File: config.mk
export PLATFORM = sky130hd
export DESIGN_NAME = frame_ram_scheduler
export DESIGN_NICKNAME = d
export VERILOG_FILES = /design/src/rtl/frame_ram_pkg.sv /design/src/rtl/sat_counter.sv /design/src/rtl/frame_ram_scheduler.sv
export SDC_FILE = /design/constraint.sdc
export NUM_CORES = 1
export LEC_CHECK = 0
export ABC_AREA = 0
export CORE_AREA = 2 2 98 100
export CTS_BUF_LIST = sky130_fd_sc_hd__clkbuf_8
export CTS_CLUSTER_DIAMETER = 150
export DETAILED_ROUTE_END_ITERATION = 6
export DIE_AREA = 0 0 100 102
export DONT_BUFFER_PORTS = 1
export PLACE_DENSITY_LB_ADDON = 0.05
export SLEW_MARGIN = 20
export SYNTH_ARGS = -nofsm -noshare
export SYNTH_HDL_FRONTEND = slang
export SYNTH_SLANG_ARGS = --single-unit
File: constraint.sdc
create_clock -name clk -period 2.68 [get_ports clk]
set_clock_uncertainty 0.2 [all_clocks]
set_input_delay 0.268 -clock clk [delete_from_list [all_inputs] [get_ports clk]]
set_output_delay 0.268 -clock clk [all_outputs]
set_load 0.02 [all_outputs]
File: src/rtl/frame_ram_pkg.sv
// Shared types and default sizes for the frame RAM write-port scheduler.
// Holds the scheduler state encoding, which is also the debug state_code value.
// Default geometry is a 640x480 frame of RGB444 pixels.
package frame_ram_pkg;

    localparam int          ADDR_W_DEF       = 19;
    localparam int          DATA_W_DEF       = 12;
    localparam int unsigned FRAME_PIXELS_DEF = 640 * 480;
    localparam int unsigned TIMEOUT_DEF      = 1048576;
    localparam int          ERR_W_DEF        = 8;

    // Encoding doubles as the externally visible state_code
    typedef enum logic [2:0] {
        ST_LIVE   = 3'd0,
        ST_DRAIN  = 3'd1,
        ST_FROZEN = 3'd2,
        ST_PROC   = 3'd3,
        ST_RESYNC = 3'd4
    } state_t;

endpackage

File: src/rtl/sat_counter.sv
// Saturating up-counter with synchronous clear.
// Latency: count updates one cycle after inc/clr.
// Backpressure: none; increments at all-ones are absorbed.
module sat_counter #(
    parameter int W = 8
) (
    input  logic         clk,
    input  logic         rst,
    input  logic         clr,
    input  logic         inc,
    output logic [W-1:0] cnt
);

    logic [W-1:0] cnt_q;
    logic [W-1:0] cnt_d;

    // Next count: clear wins, otherwise step unless already saturated
    always_comb begin
        cnt_d = cnt_q;
        if (clr) begin
            cnt_d = '0;
        end else if (inc && (cnt_q != {W{1'b1}})) begin
            cnt_d = cnt_q + 1'b1;
        end
    end

    // Count register
    always_ff @(posedge clk) begin
        if (rst) begin
            cnt_q <= '0;
        end else begin
            cnt_q <= cnt_d;
        end
    end

    assign cnt = cnt_q;

endmodule

File: src/rtl/frame_ram_scheduler.sv
// Arbitrates frame RAM port A between live camera capture and the still-image processor, freezing on frame boundaries.
// Latency: an accepted write appears on the registered ram_* outputs one cycle later.
// Backpressure: camera has none (writes dropped when not forwarded); processor held off by proc_wr_ready outside PROC.
module frame_ram_scheduler
    import frame_ram_pkg::*;
#(
    parameter int          ADDR_W       = ADDR_W_DEF,
    parameter int          DATA_W       = DATA_W_DEF,
    parameter int unsigned FRAME_PIXELS = FRAME_PIXELS_DEF,
    parameter int unsigned TIMEOUT      = TIMEOUT_DEF,
    parameter int          ERR_W        = ERR_W_DEF
) (
    input  logic              clk,
    input  logic              rst,
    input  logic              freeze_req,
    input  logic              proc_go,
    input  logic              proc_done,
    input  logic              cam_frame_start,
    input  logic              cam_wr_valid,
    input  logic [ADDR_W-1:0] cam_wr_addr,
    input  logic [DATA_W-1:0] cam_wr_data,
    input  logic              proc_wr_valid,
    output logic              proc_wr_ready,
    input  logic [ADDR_W-1:0] proc_wr_addr,
    input  logic [DATA_W-1:0] proc_wr_data,
    output logic              ram_ena,
    output logic              ram_wea,
    output logic [ADDR_W-1:0] ram_addra,
    output logic [DATA_W-1:0] ram_dina,
    output logic              proc_start,
    output logic              frozen,
    output logic              timeout_flag,
    output logic [2:0]        state_code,
    output logic [ERR_W-1:0]  addr_err_cnt
);

    localparam int                WD_W    = (TIMEOUT > 1) ? $clog2(TIMEOUT) : 1;
    localparam logic [WD_W-1:0]   WD_LAST = WD_W'(TIMEOUT - 1);
    // One extra bit so a frame filling the whole address space still compares correctly
    localparam logic [ADDR_W:0]   PIX_LIM = (ADDR_W + 1)'(FRAME_PIXELS);

    state_t              state_q,      state_d;
    logic [WD_W-1:0]     wd_q,         wd_d;
    logic                timeout_q,    timeout_d;
    logic                proc_start_q, proc_start_d;
    logic                ram_ena_q,    ram_ena_d;
    logic [ADDR_W-1:0]   ram_addra_q,  ram_addra_d;
    logic [DATA_W-1:0]   ram_dina_q,   ram_dina_d;

    logic                proc_acc;
    logic                wr_vld;
    logic [ADDR_W-1:0]   wr_addr;
    logic [DATA_W-1:0]   wr_data;
    logic                addr_ok;
    logic                err_inc;

    assign proc_wr_ready = (state_q == ST_PROC);
    assign proc_acc      = proc_wr_valid && proc_wr_ready;

    // Next state, watchdog, write-source selection and registered RAM port values
    always_comb begin
        state_d      = state_q;
        wd_d         = wd_q;
        timeout_d    = timeout_q;
        proc_start_d = 1'b0;
        wr_vld       = 1'b0;
        wr_addr      = cam_wr_addr;
        wr_data      = cam_wr_data;

        case (state_q)
            ST_LIVE: begin
                wr_vld = cam_wr_valid;
                if (freeze_req) begin
                    state_d = ST_DRAIN;
                end
            end
            ST_DRAIN: begin
                // The write coinciding with frame start already belongs to the next frame
                if (cam_frame_start) begin
                    state_d = ST_FROZEN;
                end else begin
                    wr_vld = cam_wr_valid;
                    if (!freeze_req) begin
                        state_d = ST_LIVE;
                    end
                end
            end
            ST_FROZEN: begin
                if (!freeze_req) begin
                    state_d = ST_RESYNC;
                end else if (proc_go) begin
                    state_d      = ST_PROC;
                    proc_start_d = 1'b1;
                    wd_d         = '0;
                end
            end
            ST_PROC: begin
                wr_vld  = proc_acc;
                wr_addr = proc_wr_addr;
                wr_data = proc_wr_data;
                if (proc_acc) begin
                    wd_d = '0;
                end else if (wd_q != WD_LAST) begin
                    wd_d = wd_q + 1'b1;
                end
                if (proc_done) begin
                    state_d = ST_FROZEN;
                end else if (!proc_acc && (wd_q == WD_LAST)) begin
                    state_d   = ST_FROZEN;
                    timeout_d = 1'b1;
                end
            end
            ST_RESYNC: begin
                // Re-freezing keeps the untouched buffer; otherwise rejoin on a clean frame start
                if (freeze_req) begin
                    state_d = ST_FROZEN;
                end else if (cam_frame_start) begin
                    state_d = ST_LIVE;
                    wr_vld  = cam_wr_valid;
                end
            end
            default: begin
                state_d = ST_LIVE;
            end
        endcase

        addr_ok     = ({1'b0, wr_addr} < PIX_LIM);
        ram_ena_d   = wr_vld && addr_ok;
        err_inc     = wr_vld && !addr_ok;
        ram_addra_d = ram_ena_d ? wr_addr : ram_addra_q;
        ram_dina_d  = ram_ena_d ? wr_data : ram_dina_q;
    end

    // State, watchdog and RAM port registers
    always_ff @(posedge clk) begin
        if (rst) begin
            state_q      <= ST_LIVE;
            wd_q         <= '0;
            timeout_q    <= 1'b0;
            proc_start_q <= 1'b0;
            ram_ena_q    <= 1'b0;
            ram_addra_q  <= '0;
            ram_dina_q   <= '0;
        end else begin
            state_q      <= state_d;
            wd_q         <= wd_d;
            timeout_q    <= timeout_d;
            proc_start_q <= proc_start_d;
            ram_ena_q    <= ram_ena_d;
            ram_addra_q  <= ram_addra_d;
            ram_dina_q   <= ram_dina_d;
        end
    end

    sat_counter #(
        .W (ERR_W)
    ) u_addr_err_cnt (
        .clk (clk),
        .rst (rst),
        .clr (1'b0),
        .inc (err_inc),
        .cnt (addr_err_cnt)
    );

    assign ram_ena      = ram_ena_q;
    assign ram_wea      = ram_ena_q;
    assign ram_addra    = ram_addra_q;
    assign ram_dina     = ram_dina_q;
    assign proc_start   = proc_start_q;
    assign timeout_flag = timeout_q;
    assign state_code   = state_q;
    assign frozen       = (state_q == ST_FROZEN) || (state_q == ST_PROC);

endmodule

; After elaboration in Yosys (flattened, before gate mapping)
; Index checks and enable logic that the tools add are counted.
[word_totals]
reg_bits = 65
inputBits = 70
output_inout_bits = 48
wordCells = 65
[classes]
add_sub_neg = 2
n_lt_le_gt_ge = 1
eq_ne = 15
mux = 22
bitwise = 3
reduce_logical = 14
[op_table]
columns = operator, count
row1 = 2-to-1 mux 20 bit, 4
row2 = case mux 20 bit (2 select lines), 1
row3 = 2-to-1 mux 3 bit, 9
row4 = "adder 20 x 1 -> 20 bit, second input constant", 1
row5 = "== test 20 bit, second input constant", 1
row6 = "inequality test 20 bit, second input constant", 1
row7 = "< comparator 19 bit, second input constant", 1
row8 = 2-to-1 mux 19 bit, 1
row9 = case mux 3 bit (5 select lines), 1
row10 = 2-to-1 mux 12 bit, 1
row11 = "inequality test 3 bit, second input constant", 3
row12 = "adder 8 x 1 -> 8 bit, second input constant", 1
row13 = "inequality test 8 bit, second input constant", 1
row14 = "== test 3 x 2 -> 1 bit, second input constant", 2
row15 = "inequality test 2 bit, second input constant", 3
row16 = logical AND 1 bit, 5
row17 = AND reduction 5 bit, 1
row18 = 2-to-1 mux 1 bit, 4
row19 = case mux 1 bit (4 select lines), 1
row20 = AND reduction 4 bit, 1
row21 = "== test 3 x 1 -> 1 bit, second input constant", 1
row22 = "== test 3 bit, second input constant", 1
row23 = zero test 3 bit, 1
row24 = "inequality test 3 x 1 -> 1 bit, second input constant", 1
row25 = other kinds (7), 10

; Depth between registers and ports, before layout
; Gate-level depths: netlist (run 1).
[depth]
depth_word = 7
depth_mapped = 8

; By module
; Synthesis (run 1) repeated with hierarchy kept, for this count alone.
[unflattened]
hier_cells = 364
hier_area_um2 = 3437.0
[modules_own_cells]
columns = module, instances, cells_each, area_per_inst_um2, seq_area_each_um2
row1 = frame_ram_scheduler, 1, 317, 3001.6, 1141.1
row2 = sat_counter, 1, 47, 435.4, 160.2

; Least setup slack after synthesis (run 1)
; No wires, ideal clock.
[synth_timing]
kind = register -> register
from = reg state_q[2] (netlist: state_code[2])
to = reg ram_addra_q[0] (netlist: ram_addra[0])
setup_time_ns = 0.091
arrival_time_ns = 1.970
setup_slack_ns = 0.419
path_stages_with_launch = 8
path_buffers = 2
period_less_slack_ns = 2.261
path_cell_list = dfxtp_1 > buf_2 > nand3b_4 > a2111o_1 > a32oi_2 > buf_2 > nor2_1 > a311oi_1
[synth_via]
elab_chain_cells = 4
word_cells_on_any_way = 9
classes_between = 1 x order compare / 3 x eq/ne / 2 x mux / 3 x reduce/logical
[synth_rtl]
columns = item, line
row1 = start: declaration, frame_ram_scheduler.sv:42  ; state_t state_q, state_d;
row2 = start signal: assignment, frame_ram_scheduler.sv:145  ; state_q <= state_d;
row3 = == test 3 x 2 -> 1 bit, "frame_ram_scheduler.sv:57, frame_ram_scheduler.sv:70"
row4 = 2-to-1 mux 19 bit or logical AND 1 bit (tied branches), "frame_ram_scheduler.sv:70, frame_ram_scheduler.sv:58"
row5 = < comparator 19 bit or case mux 1 bit (4 select lines) (tied branches), "frame_ram_scheduler.sv:127, frame_ram_scheduler.sv:70"
row6 = logical AND 1 bit, frame_ram_scheduler.sv:128  ; ram_ena_d = wr_vld && addr_ok;
row7 = end signal: assignment, frame_ram_scheduler.sv:150  ; ram_addra_q <= ram_addra_d;
row8 = end: declaration, frame_ram_scheduler.sv:47  ; logic [ADDR_W-1:0] ram_addra_q, ram_addra_d;
; Several ways; a longest one is shown, not always the timed one.
; A chain may end at the register's enable or synchronous reset.

; Final worst setup path (run 1)
[layout_timing]
from = reg state_q[0] (netlist: state_code[0])
to = reg u_addr_err_cnt.cnt_q[5] (netlist: u_addr_err_cnt.cnt[5])
[layout_via]
elab_chain_cells = 6
word_cells_on_any_way = 11
classes_between = 1 x order compare / 3 x eq/ne / 2 x mux / 5 x reduce/logical
[layout_rtl]
columns = item, line
row1 = == test 3 x 2 -> 1 bit, "frame_ram_scheduler.sv:57, frame_ram_scheduler.sv:70"
row2 = 2-to-1 mux 19 bit, frame_ram_scheduler.sv:70  ; case (state_q)
row3 = < comparator 19 bit, frame_ram_scheduler.sv:127  ; addr_ok = ({1'b0, wr_addr} < PIX_LIM);
row4 = zero test 1 bit, frame_ram_scheduler.sv:129  ; err_inc = wr_vld && !addr_ok;
row5 = logical AND 1 bit *, frame_ram_scheduler.sv:129
row6 = logical AND 1 bit *, sat_counter.sv:22  ; end else if (inc && (cnt_q != {W{1'b1}})) begin
row7 = end signal: assignment, sat_counter.sv:32  ; cnt_q <= cnt_d;
row8 = end: declaration, sat_counter.sv:14  ; logic [W-1:0] cnt_q;
; Mark *: on every way between the ends. The rest lies on a longest branch, timed or not.

==> results of run 1 <==
==> flip-flops by register name (all words and copies together) (netlist names) <==
name,flops
ram_ena,1
state_code,3
ram_dina,12
u_addr_err_cnt.cnt,8
proc_start,1
ram_addra,19
timeout_flag,1
wd_q,20
==> power groups by stage <==
stage	sequential [uW]	clock, uW	combinational, uW
final	1110	1090	284
after global routing	1110	1170	318
after CTS	1110	1120	281
after detailed placement	1130	0	190
after global placement	1130	0	186
after floorplan	1120	0	156
==> final cells by class <==
class / count / share of cell area, %
well taps: 111 / 3.21
flip-flops and latches: 65 / 30.1
inverters: 7 / 0.608
repair buffers: 79 / 18.1
clock buffers: 9 / 2.87
multi-input cells: 312 / 42.0
clock inverters: 7 / 3.10
==> per-stage QoR <==
| step | hold slack [ns] | area (um2) | utilization (%) |
|---|---|---|---|
| final | 0.0295 | 4320 | 47.4 |
| after global routing | 0.0493 | 4320 | 47.4 |
| after CTS | 0.0161 | 4320 | 47.4 |
| after detailed placement | 0.146 | 3390 | 37.2 |
| after global placement | 0.142 | 3390 | 37.2 |
| after floorplan | 0.147 | 3250 | - |
==> synthesized netlist by cell type (2+ instances only) <==
master / number / area, um2
nor3_1: 3 / 15.0
o211ai_1: 3 / 22.5
clkbuf_1: 20 / 75.1
o31ai_1: 7 / 52.6
inv_1: 6 / 22.5
or3_1: 5 / 31.3
a31oi_1: 2 / 12.5
and3_1: 4 / 25.0
dfxtp_1: 65 / 1300
and4_1: 3 / 26.3
nand2b_1: 4 / 25.0
nand4_1: 9 / 56.3
a211oi_1: 5 / 37.5
ha_1: 2 / 25.0
a21o_1: 5 / 37.5
nand2_1: 74 / 278
a311oi_1: 29 / 254
or4_1: 8 / 60.1
nor2b_1: 4 / 25.0
mux2i_1: 2 / 20.0
o21ai_1: 4 / 20.0
nand3_1: 19 / 95.1
o21ai_0: 5 / 25.0
o41ai_1: 2 / 17.5
a2111o_1: 5 / 56.3
nor2_1: 53 / 199
nor4_1: 3 / 18.8
a21oi_1: 27 / 135
nor4b_1: 2 / 17.5
buf_2: 6 / 30.0
xnor2_1: 6 / 52.6
mux2_2: 2 / 22.5
==> routing by layer <==
layer	GRT usage, %	vias up
met2	30.8	101
met4	6.43	0
met3	6.36	17
li1	-	1629
met1	25.5	1565
met5	0	-
==> worst min path at each step <==
| stage | cells after the start | endpoint | slack (ns) | startpoint |
|---|---|---|---|---|
| floorplan | 1 | state_code[2] | 0.15 | freeze_req |
| global placement | 1 | u_addr_err_cnt.cnt[6] | 0.14 | rst |
| detailed placement | 1 | u_addr_err_cnt.cnt[4] | 0.15 | rst |
| CTS | 3 | state_code[0] | 0.02 | rst |
| global route | 3 | state_code[0] | 0.05 | rst |
| finish | 4 | state_code[1] | 0.03 | cam_frame_start |
==> critical path: cells and delay by family (launching register included) <==
family	cells	cell delay, ns
AOI/OAI and AO/OA	1	0.27
DFF	1	0.37
muxes	1	0.36
and+or+nand+nor	3	1.13
==> cells by family after synthesis <==
family / synth area share, %
fa+ha+maj: 0.770
compound gates: 23.3
flops: 40.1
mux: 1.31
xor+xnor: 1.89
buf+inv: 4.39
simple gates: 28.3
==> flow_summary.yaml, run 1 <==
power:
  seqPwrFrac_pct: 44.6
  leakagePower_uw: 0.00155
  power.internal_uw: 1860
  power_density_nw_per_um2: 574
  swShare_pct: 25.1
  ir_worst_vdd_mv: 0.264
  switchingPower_uw: 623
  p_comb_share_pct: 11.5
  total_power_uw: 2480
  p_clk_share_pct: 43.9
placed_design:
  placed_cells: 508
  portBuffers: 0
  post-dp-hpwl_mm: 6.24
  dp_slack_ns: 0.199
  globalplace.congestion: 0.760
yosys:
  synthDistinctLibCells: 50
  syn_inst: 412
  synth_edf_count: 0
  syn_nets: 484
  ys.flop_type: "dfxtp_1"
  async_flop_share_pct: 0
  syn_area_um2: 3250
  yosysWarnings: 0
  ys_seq_area_share_pct: 40.1
  ys_seq_elements: 65
  syn_avg_cell_area_um2: 7.88
detailed_routing:
  avgRoutedWirePerCell_um: 16.6
  drc: 0
  route.met3.wl_um: 631
  first_pass_iters: 4
  top_layer: "met4"
  vias_per_cell: 5.61
  final_antenna_net_count: 0
  wl_met1_mm: 4.25
  wl_met2_mm: 4.71
  drt_wl_total_mm: 9.78
  drt_iter0_markers: 123
  num_vias: 3312
critical_path:
  path_cells: "nand3b_4, o211ai_1, nand3_1, nor4_1, mux2_2"
  crit_type: "flip-flop to flip-flop"
  cp-start-kind: "flip-flop"
  crit_start: "state_code[0]"
  cp_max_fo: 18
  timing.rr.end: "u_addr_err_cnt.cnt[5]"
  reg2reg_slack_ns: 0.23
  cpPeakStageDelay_ns: 0.49
  endpoint: "u_addr_err_cnt.cnt[5]"
  arrival_ns: 2.48
  reg2reg_from: "state_code[0]"
  crit_path_end_kind: "flip-flop"
  reg2regPathDepth: 5
  cpMaxStageDelayCell: "nand3_1"
  cp.required_ns: 2.71
grt:
  grt_max_degree: 62
  grt_overflow: 0
  grt_pass1_wl_mm: 15.9
  first_global_vias: 3134
  track_usage_pct: 19.5
  antenna_found_initial: 0
clocking:
  cts.path.max_buffers: 2
  cts_buffers: 9
  cts.htree.levels: 3
  tritoncts: "built"
  hold_buffers: 66
  post-cts-setup-buffers: 0
  insertion_delay_ns: 0.34
  clk_pin_slew_ns: 0.07
  cts.sinks: 65
  cts_resized: 0
  clockRootBuffer: "clkbuf_8"
sta:
  timing.final.crit_share_pct: 91.5
  fin_tns_setup_ns: 0
  setup_viol: 0
  finalWorstSetupSlack_ns: 0.229
  rsz0062_at_grt: "no"
  drv_slew: 0
  slew_headroom_pct: 47.7
  tightest_slew_ns: 0.779
  max_clock_freq_mhz: 408
  final.min_clock_period_ns: 2.45
  hold_viol: 0
floorplanning:
  row_count: 35
  pin_count: 118
  die_area_um2: 10200
  core_area_um2: 9110
  die_y_um: 102
  die_x_um: 100
  floorplan.initialDensity_pct: 35.7
final_layout:
  multi_input_area_um2: 1820
  area_growth_pct: 33.0
  fillers: 880
  layout.cells.non_filler: 590
  drive_gt1_share_pct: 7.10
  nets: 546
  layout_common_cells: "nand2_1, dlygate4sd3_1, dfxtp_1, nor2_1, a311oi_1"
  diodes: 0
  seq_area_um2: 1300
  layout_commonest_cell: "nand2_1"
run_status:
  status: "finished, final reports clean"
flow_run:
  maxCapViolations: 0
min_path:
  hold_path.class: "input port to flip-flop"
(Power assumes the default switching activity.)
==> inputs of run 2 (changes only) <==
- CTS_BUF_LIST: sky130_fd_sc_hd__clkbuf_8 -> not set
- clock period: 2.68 -> 2.5 ns (I/O delays scaled with it)
==> run 2 against run 1 <==
Compared with the run above: worst hold slack worse by 0.0047 ns; sequential power increased by 6%; sequential share of layout area is 0.19 points higher; utilization is 0.30 points lower.
==> flow_summary.yaml, run 2 (synthesis gave the netlist of run 1 again) <==
clocking:
  cts.path.max_buffers: 2
  cts_buffers: 9
  cts.sinks: 65
  insertion_delay_ns: 0.35
  cts.htree.levels: 3
  tritoncts: "built"
  clk_pin_slew_ns: 0.08
  clockRootBuffer: "clkbuf_8"
critical_path:
  cp-start-kind: "flip-flop"
  reg2regPathDepth: 6
  arrival_ns: 2.36
  cp_max_fo: 17
  cp.required_ns: 2.55
  crit_type: "flip-flop to flip-flop"
  crit_path_end_kind: "flip-flop"
power:
  power_density_nw_per_um2: 535
  swShare_pct: 30.3
  power.internal_uw: 1600
  p_comb_share_pct: 13.6
  ir_worst_vdd_mv: 0.235
  switchingPower_uw: 696
  seqPwrFrac_pct: 51.6
  p_clk_share_pct: 34.8
  leakagePower_uw: 0.00152
sta:
  timing.final.crit_share_pct: 92.4
  setup_viol: 0
  drv_slew: 0
  hold_slack_ns: 0.0248
  tightest_slew_ns: 0.587
  max_clock_freq_mhz: 433
  final.min_clock_period_ns: 2.31
  rsz0062_at_grt: "no"
  fin_tns_setup_ns: 0
  hold_viol: 0
  slew_headroom_pct: 60.9
detailed_routing:
  drt_iter0_markers: 117
  drc: 0
  drt_wl_total_mm: 9.85
  first_pass_iters: 4
  avgRoutedWirePerCell_um: 16.5
  final_antenna_net_count: 0
  vias_per_cell: 5.55
  num_vias: 3319
placed_design:
  portBuffers: 0
  post-dp-hpwl_mm: 6.26
  globalplace.congestion: 0.778
final_layout:
  nets: 554
  largest_register_ffs: 20
  drive_gt1_share_pct: 8.83
  layout_common_cells: "nand2_1, dfxtp_1, dlygate4sd3_1, nor2_1, a311oi_1"
  diodes: 0
  layout_commonest_cell: "nand2_1"
  area_growth_pct: 32.2
  largest-register: "wd_q"
  final_util_pct: 47.1
grt:
  first_global_vias: 3133
  grt_pass1_wl_mm: 15.5
  track_usage_pct: 19.2
  antenna_found_initial: 0
  grt_max_degree: 54
  grt_overflow: 0
min_path:
  worstHoldPathCells: 4
  hold_path.class: "input port to flip-flop"
floorplanning:
  core_area_um2: 9110
  row_count: 35
  die_y_um: 102
  pin_count: 118
  die_x_um: 100
  die_area_um2: 10200
  floorplan.initialDensity_pct: 35.7
flow_run:
  maxCapViolations: 0
run_status:
  status: "finished, final reports clean"
[run 2: critical path: stages, from the launching register on]
cell and delay, ns:
dfxtp_1 0.43, nand3b_4 0.19, a2111o_1 0.49, a32oi_4 0.29, buf_4 0.26, nor2_1 0.07, a311oi_1 0.27
[run 2: per-stage QoR]
step           instance area (um2)  worst slack (ns)  instances  total power, uW
2_1_floorplan                 3250             0.239        412             1370
3_3_place_gp                  3420             0.221        512             1410
3_5_place_dp                  3420             0.143        512             1420
4_1_cts                       4260             0.120        593             2330
5_1_grt                       4290            0.0288        598             2420
6_report                      4290             0.190        598             2300
[run 2: worst paths after layout]
check	start	end	slack, ns
worst max-delay path	state_code[1]	ram_addra[13]	0.19
worst min-delay path	cam_wr_addr[15]	ram_addra[15]	0.02
worst max register to register	state_code[1]	ram_addra[13]	0.19
worst min register to register	wd_q[7]	wd_q[7]	0.29
[run 2: final cells by class]
cell class,instances,area [um2]
fill,876,4820
multi-input combinational,312,1820
clock buffer,10,128
sequential,65,1300
timing repair buffer,87,838
clock inverter,6,45.0
tap,111,139
inverter,7,26.3
[run 2: repair_timing]
item,in CTS,in global routing
gates resized for setup,0,0
endpoints found under the hold margin,52,0
hold buffers,65,0
endpoints found under the setup margin,0,4
buffers inserted,0,5
[run 2: metal layers]
| layer | vias up | global-route usage [%] | part of all wire, % |
|---|---|---|---|
| li1 | 1651 | - | - |
| met4 | 0 | 8.01 | 1.8 |
| met5 | - | 0 | 0 |
| met3 | 18 | 6.29 | 7.0 |
| met1 | 1552 | 24.2 | 44 |
| met2 | 98 | 30.6 | 48 |
[run 2: power groups by stage]
| stage | logic [uW] | registers, uW | clock network [uW] |
|---|---|---|---|
| finish | 313 | 1180 | 800 |
| global placement | 205 | 1210 | 0 |
| global route | 348 | 1190 | 877 |
| detailed placement | 210 | 1210 | 0 |
| CTS | 309 | 1190 | 834 |
| floorplan | 167 | 1200 | 0 |
